[src/rtl/test_result_reporter_uart_tx.sv]
// 8N1 byte transmitter; ready goes high in the last stop-bit cycle
// so a new byte can be chained with no idle gap.
module uart_tx_byte #(
  parameter int DIV = 1
) (
  input  logic       clk,
  input  logic       rst,
  input  logic       start,
  input  logic [7:0] data,
  output logic       tx,
  output logic       ready
);

  localparam logic [15:0] DIV_M1 = 16'(DIV - 1);

  logic        active;
  logic [3:0]  bit_idx;
  logic [15:0] div_cnt;
  logic [8:0]  shreg;
  logic        bit_end;

  assign bit_end = (div_cnt == DIV_M1);
  assign ready   = !active || (bit_end && bit_idx == 4'd9);

  always_ff @(posedge clk or negedge rst) begin
    if (!rst) begin
      active  <= 1'b0;
      bit_idx <= '0;
      div_cnt <= '0;
      shreg   <= '1;
      tx      <= 1'b1;
    end else if (start && ready) begin
      active  <= 1'b1;
      bit_idx <= '0;
      div_cnt <= '0;
      shreg   <= {1'b1, data};
      tx      <= 1'b0;
    end else if (active) begin
      if (!bit_end) begin
        div_cnt <= div_cnt + 16'd1;
      end else begin
        div_cnt <= '0;
        if (bit_idx == 4'd9) begin
          active <= 1'b0;
        end else begin
          bit_idx <= bit_idx + 4'd1;
          tx      <= shreg[0];
          shreg   <= {1'b1, shreg[8:1]};
        end
      end
    end
  end

endmodule

[config.mk]
export PLATFORM = sky130hd
export DESIGN_NAME = uart_tx_byte
export DESIGN_NICKNAME = d
export VERILOG_FILES = /design/src/rtl/test_result_reporter_uart_tx.sv
export SDC_FILE = /design/constraint.sdc
export NUM_CORES = 1
export LEC_CHECK = 0
export CORE_UTILIZATION = 60
export CTS_BUF_LIST = sky130_fd_sc_hd__clkbuf_8 sky130_fd_sc_hd__clkbuf_16
export DETAILED_ROUTE_END_ITERATION = 10
export PLACE_DENSITY_LB_ADDON = 0.15
export SYNTH_ARGS = -nofsm -noshare
export SYNTH_HDL_FRONTEND = slang
export SYNTH_SLANG_ARGS = --single-unit
[constraint.sdc]
create_clock -name clk -period 3.3 [get_ports clk]
set_input_delay 0.495 -clock clk [delete_from_list [all_inputs] [get_ports clk]]
set_output_delay 0.495 -clock clk [all_outputs]
set_load 0.01 [all_outputs]
==> flow_summary.ini <==
[run]
drv.max_cap_violation_count = 0

[routing]
vias_per_cell = 6.28
met3WireLength_um = 169
route.detailed.drc = 0
drt_iter0_markers = 45
drtPass1Iterations = 4
wl_met1_mm = 1.56
routed_wirelength_mm = 3.50
via_count = 1332
routed_wire_length_per_instance_um = 16.5
routed-wl-met2_mm = 1.68
top_layer_used = met4
postRouteAntennaNets = 0

[final_layout]
antenna_cells = 0
syn_to_final_growth_pct = 13.8
final_layout_size_suffix_gt1_frac = 0.154
nNetsFinal = 196
finish.cell_count_without_fillers = 212

[setup_path]
critical-path-slowest-cell = clkdlybuf4s50_1
cp-start-kind = flop
path_cells = inv_1, ha_1, nor3b_1, and4_1, buf_4, a21o_1, clkdlybuf4s50_1
reg2reg_slack_ns = 1.16
timing.setup.critical_path_class = reg -> out
path_depth_of_the_worst_reg2reg_path = 7
launch_instance_of_the_worst_register_to_register_path = div_cnt[0]
crit_fanout = 14
cpPeakStageDelay_ns = 0.54
r2r_path_end = shreg[1]
worst-endpoint-arrival_ns = 2.40
crit_path_end_kind = primary output
path_delay_family = buffers and inverters
worst-endpoint-required_ns = 2.80
wp_buf_inv = 3

[cts]
cts_tree = yes
clock_sink_count = 30
cts_resized = 0
ctsHoldBuffers = 0
numCtsBuffers = 5
cts_buffer_depth = 2
ctsHtreeMaxLevel = 2
clock_pin_slew_worst_setup_and_hold_paths_ns = 0.06
ctsRootBufferMaster = clkbuf_8
cts_setup_buffers = 0
clk_latency_ns = 0.29

[grt]
grt_antenna_before_repair = 0
grtUsageTotal = 0.279
grt_start_max_net_pins = 23
grt.overflow.total = 0
grt_pass1_wl_mm = 5.68
grt_pass1_vias = 1285

[synthesis]
fraction_of_synthesized_cell_area_taken_by_the_top_area_cell_type = 0.315
synth-main-ff-cell = dfrtp_1
postSynthAreaPerCell_um2 = 10.0
synth_area_leaders = dfrtp_1, dfstp_2, xnor2_1
yosysSeqAreaShare = 0.457
yosys_warnings = 0
number_of_flops_mapped_to_enable_cells_by_yosys = 0
synth_cells = 166
synth.largest_area_cell = dfrtp_1
synth_cell_type_count = 44
postSynthNetCount = 181
post_synth_instance_area_um2 = 1670
synth.ff_latch_count = 30
synthArstFlopShare = 1.00

[sta]
layout_min_cycle_time_ns = 2.89
final_max_slew_viol_count = 0
clock.fmax_ghz = 0.346
hold_violation_total_from_the_final_report = 0
fin_tns_setup_ns = 0
clock_skew_ns = 0.00594
setup_viol_count_final = 0
finalCritPeriodShare = 0.876
worst_slew_pin_slew_ns = 0.998
rsz0062_at_grt = false
timing.slew.headroom = 0.333

[placed_design]
placed_cells = 204
numPortBuffers = 12
post-dp-hpwl_mm = 2.44
globalplace.congestion = 0.840

[hold_path]
worstHoldPathCells = 2
min_from = tx
hold_end = tx
min-delay-path-class = reg -> reg

[floorplanning]
dieArea_um2 = 2990
dieHeight_um = 54.7
fp-row-count = 18
core-area_um2 = 2540
chipWidth_um = 54.7
io_pins = 13
initial_core_util = 0.655

[pwr]
power_leakage_uw = 0.000807
power_density_nw_per_um2 = 791
peakVddDrop_uv = 561

[status]
run_status = completed
## cell usage after synthesis, types with 4 or more instances
library cell and count:
dfrtp_1 21, nor2_1 18, nand2_1 11, xnor2_1 11, inv_1 10, dfstp_2 9, nand3_1 7, nor4_1 6
o221a_2 6, o32a_1 6, a21oi_1 5, nor3_1 5, ha_1 4
## cell type report
cell class	instances	area, um2
clock buffer	6	82.6
clock inverter	2	8.76
fill	194	647
inverter	10	37.5
multi-input combinational	120	835
sequential	30	762
tap	30	37.5
timing repair buffer	14	135
## tightest hold or removal path, delay by kind of cell (launching register included)
kind / cells / cell delay [ns]
compound gates: 1 / 0.07
simple gates: 1 / 0.04
flops: 1 / 0.37
## cells in the final DEF, fill, tap and decap left out, types with 7 or more instances in the layout
| master | synthesis | layout |
|---|---|---|
| clkdlybuf4s50_1 | 0 | 12 |
| dfrtp_1 | 21 | 21 |
| dfstp_2 | 9 | 9 |
| inv_1 | 10 | 11 |
| nand2_1 | 11 | 11 |
| nand3_1 | 7 | 7 |
| nor2_1 | 18 | 18 |
| xnor2_1 | 11 | 11 |
## how the worst max path moves through the flow
stage	from	end	slack [ns]	depth (start not counted)
floorplan	div_cnt[0]	ready	1.49	5
global placement	start	div_cnt[15]	0.78	5
detailed placement	start	div_cnt[15]	0.73	5
CTS	div_cnt[0]	ready	0.42	7
global route	div_cnt[10]	ready	0.25	5
finish	div_cnt[0]	ready	0.41	7
## flip-flops by register name (all words and copies together) (netlist names)
register  count
active        1
bit_idx       4
div_cnt      16
shreg         8
tx            1
## metrics by stage
| step | util | cell area (um2) | hold WS [ns] | total power, uW | worst slack, ns |
|---|---|---|---|---|---|
| global route | 0.746 | 1900 | 0.525 | 1610 | 0.254 |
| floorplan | - | 1670 | 0.199 | 1050 | 1.49 |
| global placement | 0.710 | 1810 | 0.475 | 1170 | 0.776 |
| detailed placement | 0.710 | 1810 | 0.482 | 1200 | 0.727 |
| CTS | 0.746 | 1900 | 0.494 | 1510 | 0.424 |
| finish | 0.746 | 1900 | 0.493 | 1500 | 0.409 |
## power by group
group | switching, uW | leakage [uW] | internal [uW]
clock | 135 | 0.0000524 | 165
combinational | 301 | 0.000384 | 276
sequential | 115 | 0.000371 | 509
total | 551 | 0.000807 | 950
## routing by layer
layer	vias to the layer above	global-route usage
met5	-	0
met4	0	0.141
met3	7	0.0889
met2	36	0.444
met1	639	0.337
li1	650	-
## cell families (layout without fill, tap and decap cells)
kind of cell,after synthesis,after routing,share of synthesized area
flip-flops,30,30,0.457
XOR/XNOR,12,12,0.0630
adder cells (fa/ha/maj),4,4,0.0300
AO/OA/AOI/OAI,37,37,0.194
buffers and inverters,16,32,0.0428
AND/OR/NAND/NOR,65,65,0.201
multiplexers,2,2,0.0120
No activity file was read; power rests on OpenSTA's default activity.
